**config.mk**
```make
export PLATFORM = sky130hd
export DESIGN_NAME = encoder8_to_3_seq
export DESIGN_NICKNAME = d
export VERILOG_FILES = /design/src/rtl/encoder8_to_3_seq.sv
export SDC_FILE = /design/constraint.sdc
export NUM_CORES = 1
export LEC_CHECK = 0
export CAP_MARGIN = 20
export CORE_AREA = 2 2 66 68
export DETAILED_ROUTE_END_ITERATION = 8
export DIE_AREA = 0 0 68 70
export PLACE_DENSITY_LB_ADDON = 0.15
export SYNTH_ARGS = -nofsm -noshare
export SYNTH_HDL_FRONTEND = slang
export SYNTH_SLANG_ARGS = --single-unit
export TNS_END_PERCENT = 5
```
**constraint.sdc**
```tcl
create_clock -name clk -period 3.1 [get_ports clk]
set_clock_uncertainty 0.2 [all_clocks]
set_input_delay 0.62 -clock clk [delete_from_list [all_inputs] [get_ports clk]]
set_output_delay 0.62 -clock clk [all_outputs]
set_load 0.01 [all_outputs]
```
**src/rtl/encoder8_to_3_seq.sv**
```systemverilog
// Sequential 8-to-3 encoder: takes a multi-hot rule-fire vector and emits the
// index of each set bit, one per valid/ready handshake, in priority order.
module encoder8_to_3_seq #(
    parameter bit LSB_FIRST = 1'b1
) (
    input  logic       clk,
    input  logic       rst,
    input  logic       in_valid,
    input  logic [7:0] in_vec,
    output logic       in_ready,
    output logic       out_valid,
    output logic [2:0] out_idx,
    output logic       out_last,
    input  logic       out_ready,
    output logic [3:0] count,
    output logic       none_pulse
);

    typedef enum logic {IDLE, SCAN} state_t;

    state_t     state, state_nxt;
    logic [7:0] pending, pending_nxt;
    logic       accept;

    function automatic logic [2:0] pick_idx(input logic [7:0] v);
        logic [2:0] idx;
        idx = 3'd0;
        if (LSB_FIRST) begin
            for (int i = 7; i >= 0; i--) begin
                if (v[i]) idx = 3'(i);
            end
        end else begin
            for (int i = 0; i < 8; i++) begin
                if (v[i]) idx = 3'(i);
            end
        end
        return idx;
    endfunction

    function automatic logic [3:0] popcount(input logic [7:0] v);
        logic [3:0] n;
        n = 4'd0;
        for (int i = 0; i < 8; i++) begin
            n = n + {3'b000, v[i]};
        end
        return n;
    endfunction

    // pending is zero in IDLE, so out_idx/out_last read back as zero there.
    assign in_ready  = (state == IDLE);
    assign out_valid = (state == SCAN);
    assign out_idx   = pick_idx(pending);
    assign out_last  = (pending != 8'd0) && ((pending & (pending - 8'd1)) == 8'd0);

    always_comb begin
        state_nxt   = state;
        pending_nxt = pending;
        accept      = 1'b0;
        case (state)
            IDLE: begin
                if (in_valid) begin
                    accept = 1'b1;
                    if (in_vec != 8'd0) begin
                        pending_nxt = in_vec;
                        state_nxt   = SCAN;
                    end
                end
            end
            SCAN: begin
                if (out_ready) begin
                    pending_nxt = pending & ~(8'd1 << out_idx);
                    if (out_last) state_nxt = IDLE;
                end
            end
            default: state_nxt = IDLE;
        endcase
    end

    always_ff @(posedge clk) begin
        if (rst) begin
            state      <= IDLE;
            pending    <= 8'd0;
            count      <= 4'd0;
            none_pulse <= 1'b0;
        end else begin
            state      <= state_nxt;
            pending    <= pending_nxt;
            none_pulse <= accept && (in_vec == 8'd0);
            if (accept) count <= popcount(in_vec);
        end
    end

endmodule

```
==> results.rst, run 1 <==
.. list-table::
   :header-rows: 1

   * - Metric
     - Value
   * - H-tree levels
     - 1
   * - Standard cell with the maximum stage delay on the critical path
     - sky130_fd_sc_hd__fa_1
   * - Least-Margin Pin Slew
     - 606 ps
   * - Dominant cells by area after synthesis
     - sky130_fd_sc_hd__dfxtp_1 28%, sky130_fd_sc_hd__fa_1 8.1%, sky130_fd_sc_hd__nor2_1 6.4%
   * - Reg2Reg Setup Slack
     - 1350 ps
   * - Fraction of post-synthesis cell area in the top cell type by area
     - 28.3%
   * - Ant diodes
     - 0
   * - Largest net degree at the start of global routing
     - 15
   * - Cell-by-cell trace of the critical path
     - buf_6 > fa_1 > inv_1 > fa_1 > fa_1 > inv_1 > ha_2 > inv_2 > fa_2 > xnor2_1 > nand2_1 > a21oi_2
   * - Top delay family on crit path
     - adder cells
   * - Worst path required time
     - approximately 3000 ps
   * - Final setup vio count
     - 2
   * - Stages on worst setup path
     - 12
   * - Top-level port count
     - 23
   * - Overall power
     - 0.644 mW
   * - Last weighted congestion value of the routability-driven placer
     - 0.794
   * - Clk buf depth
     - 2
   * - Count of nets after finishing
     - 172
   * - Synth warnings
     - 0
   * - Most instantiated cells after synthesis
     - 17 x sky130_fd_sc_hd__nor2_1, 14 x sky130_fd_sc_hd__dfxtp_1, 14 x sky130_fd_sc_hd__inv_1, 14 x sky130_fd_sc_hd__nand2_1, 12 x sky130_fd_sc_hd__a21oi_1
   * - CP bufs+invs
     - 4
   * - Core Region
     - 4140 um2
   * - Sequential element share of the synthesized area
     - 28.3%
   * - Reg-to-reg endpoint
     - pending[4]$_SDFFE_PP0P_
   * - Kind of launch point of the worst setup path
     - input port
   * - Critical path fanouts, max
     - 2
   * - Total DRC errors in the routed layout
     - 0
   * - Cell type contributing the most total cell area after synthesis
     - sky130_fd_sc_hd__dfxtp_1
   * - Num Clock Sinks
     - 14
   * - Area used by multi-input combinational logic
     - 654 um2
   * - Iteration count of the initial detailed-routing pass
     - 4
   * - Register cell area after layout
     - 280 um2
   * - Post-Syn Instances
     - 123
   * - Wire per inst
     - 13.0 um
   * - Clock share of power
     - 23.7%
   * - Total Wirelength
     - ~2600 um
   * - Max_cap viols
     - 0
   * - Post-Synthesis Mean Instance Area
     - slightly above 8 um2
   * - End of the critical path
     - count[2]$_SDFFE_PP0P_
   * - Worst rel slew slack
     - 59.4%
   * - Most common flop cell mapped by yosys
     - sky130_fd_sc_hd__dfxtp_1
   * - Post-DRT Antenna Nets
     - 0
   * - Maximum clock rate
     - 311 MHz
   * - Power Internal
     - ~0.42 mW
   * - Clock transition at the register clock pins on the worst setup and hold paths after CTS
     - approximately 60 ps
   * - Worst-skew pair later-pin latency
     - 250 ps
   * - Cell with the most instances after synthesis
     - sky130_fd_sc_hd__nor2_1
   * - Register-to-Register Path Depth
     - 5
   * - Setup repair after global routing missed its margin
     - yes
   * - Power density of the placed cells
     - 471 nW/um2
   * - Switching share of power
     - 34.6%
   * - Die width
     - between 60 and 70 um
   * - Critical path's most frequent cell
     - sky130_fd_sc_hd__fa_1
   * - Number of storage elements in the synthesis netlist
     - 14
   * - Slowest cell delay on critical path
     - 530 ps
   * - Outcome
     - finished with violations
   * - Initial core utilization
     - 23.9%
   * - Count of filler cells inserted in the layout
     - 448
   * - Violated checks
     - setup timing
   * - Area grow syn2layout
     - 38.0%
   * - TritonCTS Buffers
     - 3
   * - Minimum clock period after layout
     - 3210 ps
   * - Share of post-route cells with drive strength above 1
     - between 10% and 20%
   * - Overflow after GRT
     - 0
   * - Via count of the first global-routing pass
     - about 920
   * - IO buf count
     - 22
   * - Detailed Route Iter0 Violations
     - 42
   * - Portion of total power attributed to combinational logic
     - approximately two fifths
   * - Count of standard-cell rows
     - 24
   * - Post-CTS Hold Buffers
     - 0
   * - Peak ir drop on the vdd network
     - 0.158 mV
   * - Type of the worst setup path
     - input port to flip-flop
   * - Worst Slack Setup Final
     - -112 ps
   * - Clock tree from TritonCTS
     - built
   * - Utilization of the core after routing
     - 33.0%
   * - Crit share post-route
     - 104%
   * - Register share of total power
     - a little over a third
   * - Post-synthesis instance area
     - 991 um2
   * - Detail-routed via count per cell
     - 4.65
   * - Startpoint of the worst setup timing path
     - in_vec[0]
   * - Switch Pwr
     - around 0.22 mW
   * - Final Hold Fails
     - 0
   * - Worst reg2reg startpoint
     - out_valid$_SDFF_PP0_
   * - Die area
     - 4760 um2
   * - Critical Path AT
     - 3180 ps
   * - LEAKAGE
     - 0.537 nW
   * - Async set-or-reset flop fraction in the synthesized netlist
     - 0%
   * - Die H
     - 70 um
   * - Cell variety after synth
     - 35
   * - Net count after synthesis
     - 143
   * - Overall fraction of global-route tracks in use
     - 11.8%
   * - Sort of element at the end of the critical path
     - flip-flop
   * - Buffer type at the clock tree root
     - sky130_fd_sc_hd__clkbuf_8
   * - Total via count in the routed design
     - 939
   * - Post-DP HPWL
     - between 2000 and 2500 um
   * - Initial antenna violation count
     - 0
   * - Count of flip-flops with a built-in enable after synthesis
     - 0
   * - Fin. max-slew vios
     - 0
   * - Wire length of the first global-routing pass
     - 4260 um
   * - Path type of the worst min-delay path
     - flip-flop to flip-flop
[power groups by stage]
stage                     Clock (mW)  Combinational (mW)  Sequential, mW
after CTS                      0.159               0.266           0.224
after floorplan                    0               0.161           0.219
after detailed placement           0               0.259           0.228
after global routing           0.168               0.298           0.226
final                          0.152               0.267           0.224
after global placement             0               0.252           0.228
[registers in the layout (all words and copies together), names as in the netlist]
| signal | count |
|---|---|
| count | 4 |
| none_pulse | 1 |
| out_valid | 1 |
| pending | 8 |
[per-stage QoR]
stage | instances | instance area, um2 | setup TNS [ps] | hold slack, ps | setup WS (ps)
5_1_grt | 202 | 1370 | -376 | 277 | -238
3_5_place_dp | 198 | 1310 | -2280 | 251 | -757
2_1_floorplan | 123 | 998 | -286 | 270 | -144
6_report | 202 | 1370 | -180 | 255 | -112
3_3_place_gp | 198 | 1310 | -2240 | 249 | -723
4_1_cts | 202 | 1350 | -367 | 257 | -197
[cell usage in the layout, fill, tap and decap left out, drive strengths merged, types with 3 or more instances in the layout]
cell	n
a22oi	3
nand2	14
o21ai	5
nor3	3
nor4	3
nor2	17
ha	4
clkbuf	3
a21oi	14
fa	4
buf	10
dfxtp	14
inv	14
clkdlybuf4s50	19
[logic make-up (layout without fill, tap and decap cells)]
group | Yosys count | after routing | share of synthesized area, %
AND/OR/NAND/NOR | 48 | 48 | 26.6
flip-flops | 14 | 14 | 28.3
buffers and inverters | 19 | 46 | 7.45
adder cells (fa/ha/maj) | 8 | 8 | 13.1
XOR/XNOR | 2 | 2 | 1.77
AO/OA/AOI/OAI | 32 | 32 | 22.7
[layout make-up]
type | count | share of cell area, %
repair buffers | 29 | 20.0
clock buffers | 3 | 3.02
well taps | 52 | 4.76
inverters | 14 | 3.84
multi-input cells | 90 | 47.9
flip-flops and latches | 14 | 20.5
[metal layers]
metal  vias up  global-route usage (%)  wire length (um)  part of all wire [%]
li1        472                       -                 -                     -
met4         0                    4.67                41                   1.6
met2        22                    19.7              1270                    48
met3         4                    1.93                85                   3.2
met5         -                       0                 0                     0
met1       441                    14.9              1230                    47
[tightest hold or removal path: stages, from the launching register on]
cell and delay (ps):
sky130_fd_sc_hd__dfxtp_1 310, sky130_fd_sc_hd__nand2_1 50, sky130_fd_sc_hd__a21oi_1 50
[how the worst min path moves through the flow]
| stage | startpoint | end | slack, ps | cells after the start |
|---|---|---|---|---|
| floorplan | count[2]$_SDFFE_PP0P_ | count[2]$_SDFFE_PP0P_ | 270 | 2 |
| global placement | count[0]$_SDFFE_PP0P_ | count[0]$_SDFFE_PP0P_ | 250 | 2 |
| detailed placement | count[0]$_SDFFE_PP0P_ | count[0]$_SDFFE_PP0P_ | 250 | 2 |
| CTS | count[0]$_SDFFE_PP0P_ | count[0]$_SDFFE_PP0P_ | 260 | 2 |
| global route | count[0]$_SDFFE_PP0P_ | count[0]$_SDFFE_PP0P_ | 280 | 2 |
| finish | count[0]$_SDFFE_PP0P_ | count[0]$_SDFFE_PP0P_ | 250 | 2 |
[what timing repair did]
item,4_1_cts,5_1_grt
resized for setup,17,4
pin swaps,7,6
buffers inserted,1,0
setup endpoints to repair,4,3
No activity file was read; power rests on OpenSTA's default activity.
==> run 2, diff against run 1 <==
--- a/config.mk
+++ b/config.mk
@@ -8,5 +8,5 @@
 export CAP_MARGIN = 20
-export CORE_AREA = 2 2 66 68
+export CORE_AREA = 8 8 72 74
 export DETAILED_ROUTE_END_ITERATION = 8
-export DIE_AREA = 0 0 68 70
+export DIE_AREA = 0 0 80 82
 export PLACE_DENSITY_LB_ADDON = 0.15
==> constraint.sdc (replaced) <==
create_clock -name clk -period 3.1 [get_ports clk]
set_clock_uncertainty 0.2 [all_clocks]
set_input_delay 0.465 -clock clk [delete_from_list [all_inputs] [get_ports clk]]
set_output_delay 0.465 -clock clk [all_outputs]
set_load 0.01 [all_outputs]
==> results.rst, run 2 (synthesis gave the netlist of run 1 again) <==
.. list-table::
   :header-rows: 1

   * - Metric
     - Value
   * - Area grow syn2layout
     - 37.2%
   * - Maximum clock rate
     - 326 MHz (+4.7%)
   * - Initial core utilization
     - 23.9% (unchanged)
   * - Worst path required time
     - 3070 ps (about the same)
   * - Buffer type at the clock tree root
     - sky130_fd_sc_hd__clkbuf_8
   * - IO buf count
     - 22 (unchanged)
   * - M1 WL
     - 1170 um (-4.3%)
   * - Wire length of the first global-routing pass
     - 4280 um (+0.49%)
   * - Power density of the placed cells
     - 492 nW/um2 (+4.6%)
   * - Switching share of power
     - 33.8% (-0.78 points)
   * - Crit share post-route
     - 99.0% (-4.7 points)
   * - Overflow after GRT
     - 0 (unchanged)
   * - Minimum clock period after layout
     - 3070 ps (-145 ps)
   * - Outcome
     - finished clean
   * - Die H
     - 82 um (+17%)
   * - Iteration count of the initial detailed-routing pass
     - 4 (unchanged)
   * - Most frequent standard cell in the layout excluding fill and tap cells
     - sky130_fd_sc_hd__clkdlybuf4s50_1
   * - Largest net degree at the start of global routing
     - 15 (unchanged)
   * - Critical Path AT
     - 3040 ps (-140 ps)
   * - Post-CTS Hold Buffers
     - 0 (unchanged)
   * - Die area
     - 6560 um2 (+38%)
   * - Most flop-heavy register
     - pending
   * - Register share of total power
     - 33.5% (-1.3 points)
   * - Number of buffers inserted by post-CTS setup repair
     - 0 (-1)
   * - Clock share of power
     - 27.5% (+3.8 points)
   * - Type of the worst setup path
     - input port to flip-flop
   * - Wire length on met2
     - 1290 um (+1.9%)
   * - Initial antenna violation count
     - 0 (unchanged)
   * - Worst Slack Setup Final
     - 32.3 ps (+145 ps)
   * - Peak ir drop on the vdd network
     - 0.162 mV (+2.7%)
   * - Num Clock Sinks
     - 14 (unchanged)
   * - Power Internal
     - 0.443 mW (+5.3%)
   * - Detail-routed via count per cell
     - 4.74 (+1.9%)
   * - Last weighted congestion value of the routability-driven placer
     - 0.813 (+2.4%)
   * - Setup repair after global routing missed its margin
     - yes
   * - Final Hold Fails
     - 0 (unchanged)
   * - Top routing layer used
     - met4
   * - Overall fraction of global-route tracks in use
     - 8.33% (-3.5 points)
   * - Worst rel slew slack
     - 47.7% (-12 points)
   * - Detailed Route Iter0 Violations
     - 68 (+62%)
   * - Count of standard-cell rows
     - 24 (unchanged)
   * - Count of filler cells inserted in the layout
     - 445 (-0.67%)
   * - Worst-skew pair later-pin latency
     - 250 ps (about the same)
   * - Worst setup slack after placement
     - -600 ps (+157 ps)
   * - Ant diodes
     - 0 (unchanged)
   * - Post-DP HPWL
     - 2120 um (+3.1%)
   * - Wire per inst
     - 13.3 um (+2.2%)
   * - Die width
     - 80 um (+18%)
   * - Path type of the worst min-delay path
     - flip-flop to flip-flop
   * - Via count of the first global-routing pass
     - 905 (-1.2%)
   * - TritonCTS Buffers
     - 3 (unchanged)
   * - Critical path fanouts, max
     - 2 (unchanged)
   * - Clock transition at the register clock pins on the worst setup and hold paths after CTS
     - 60 ps (about the same)
   * - Total Wirelength
     - 2660 um (+1.7%)
   * - Kind of launch point of the worst setup path
     - input port
   * - Least-Margin Pin Slew
     - 783 ps (+177 ps)
   * - Post-DRT Antenna Nets
     - 0 (unchanged)
   * - LEAKAGE
     - 0.538 nW (+0.11%)
   * - Share of post-route cells with drive strength above 1
     - 16.8% (-1.2 points)
   * - Sort of element at the end of the critical path
     - flip-flop
   * - Max_cap viols
     - 0 (unchanged)
   * - Clock tree from TritonCTS
     - built
   * - H-tree levels
     - 1 (unchanged)
   * - Portion of total power attributed to combinational logic
     - 39.0% (-2.5 points)
   * - Switch Pwr
     - 0.226 mW (+1.7%)
   * - Utilization of the core after routing
     - 32.8% (-0.18 points)
   * - Flip-flop count of the largest register after layout
     - 8 (unchanged)
   * - Final setup vio count
     - 0 (-2)
   * - Leading registers by flop count
     - pending x8, count x4
   * - Leading cell types in the layout, fill and taps excluded
     - 19 x sky130_fd_sc_hd__clkdlybuf4s50_1, 17 x sky130_fd_sc_hd__nor2_1, 14 x sky130_fd_sc_hd__nand2_1, 14 x sky130_fd_sc_hd__dfxtp_1, 13 x sky130_fd_sc_hd__inv_1
   * - Top-level port count
     - 23 (unchanged)
   * - Fin. max-slew vios
     - 0 (unchanged)
   * - Total via count in the routed design
     - 952 (+1.4%)
   * - Core Region
     - 4140 um2 (unchanged)
   * - Count of nets after finishing
     - 170 (-1.2%)
   * - Total DRC errors in the routed layout
     - 0 (unchanged)
   * - Met3 wirelength from detailed routing
     - 148 um (+74%)
   * - Clk buf depth
     - 2 (unchanged)
run 2: changes by cell type in the layout (fill, tap and decap cells not counted), sizes merged:
cell | previous run | this run
clkbuf | 3 | 4
buf | 10 | 8
run 2: metal layers:
layer / vias up / global-route usage, %
met5: - / 0
met4: 0 / 4.91
met3: 5 / 1.53
met2: 27 / 13.4
met1: 447 / 10.2
li1: 473 / -
run 2: final timing paths:
| check | startpoint | endpoint | slack, ps | depth (start not counted) |
|---|---|---|---|---|
| worst max-delay path | in_vec[1] | count[2]$_SDFFE_PP0P_ | 30 | 12 |
| worst min-delay path | count[0]$_SDFFE_PP0P_ | count[0]$_SDFFE_PP0P_ | 260 | 2 |
| worst max register to register | out_valid$_SDFF_PP0_ | pending[6]$_SDFFE_PP0P_ | 1340 | 3 |
| worst min register to register | count[0]$_SDFFE_PP0P_ | count[0]$_SDFFE_PP0P_ | 260 | 2 |
run 2: area by class of cell:
type / count / area (um2) / area share [%]
Multi-Input combinational cell: 90 / 654 / 48.1
Tap cell: 52 / 65.1 / 4.78
Inverter: 14 / 52.6 / 3.86
Timing Repair Buffer: 27 / 253 / 18.6
Clock buffer: 4 / 55.1 / 4.05
Sequential cell: 14 / 280 / 20.6
run 2: through the flow:
step	cell area, um2	hold WS (ps)	setup TNS [ps]	power [mW]	std cells
after floorplan	993	270	0	0.375	123
after global placement	1290	249	-1640	0.480	197
after detailed placement	1290	252	-1660	0.480	197
after CTS	1350	261	-41.4	0.671	201
after global routing	1360	287	-60.5	0.713	201
final	1360	260	0	0.670	201
run 2: what timing repair did:
item | in CTS | in global routing
setup endpoints to repair | 3 | 2
pin swaps | 6 | 4
endpoints found under the hold margin | 0 | 0
gates resized for setup | 16 | 2
run 2: worst max-delay path, stage by stage:
cell and delay [ps]:
sky130_fd_sc_hd__buf_8 100, sky130_fd_sc_hd__fa_1 530, sky130_fd_sc_hd__inv_1 50, sky130_fd_sc_hd__fa_1 490
sky130_fd_sc_hd__fa_1 410, sky130_fd_sc_hd__inv_1 70, sky130_fd_sc_hd__ha_2 170, sky130_fd_sc_hd__inv_2 40
sky130_fd_sc_hd__fa_2 340, sky130_fd_sc_hd__xnor2_2 150, sky130_fd_sc_hd__nand2_1 70, sky130_fd_sc_hd__a21oi_1 160
run 2: power by group through the flow:
stage	clock network (mW)	logic [mW]	registers [mW]
2_1_floorplan	0	0.156	0.219
6_report	0.184	0.261	0.224
3_5_place_dp	0	0.252	0.228
5_1_grt	0.196	0.289	0.227
3_3_place_gp	0	0.252	0.228
4_1_cts	0.189	0.258	0.224
==> run 3, diff against run 2 <==
- SLEW_MARGIN: not set -> 20
==> results of run 3 <==
No change in the layout: final DEF, timing and power equal those of run 2.
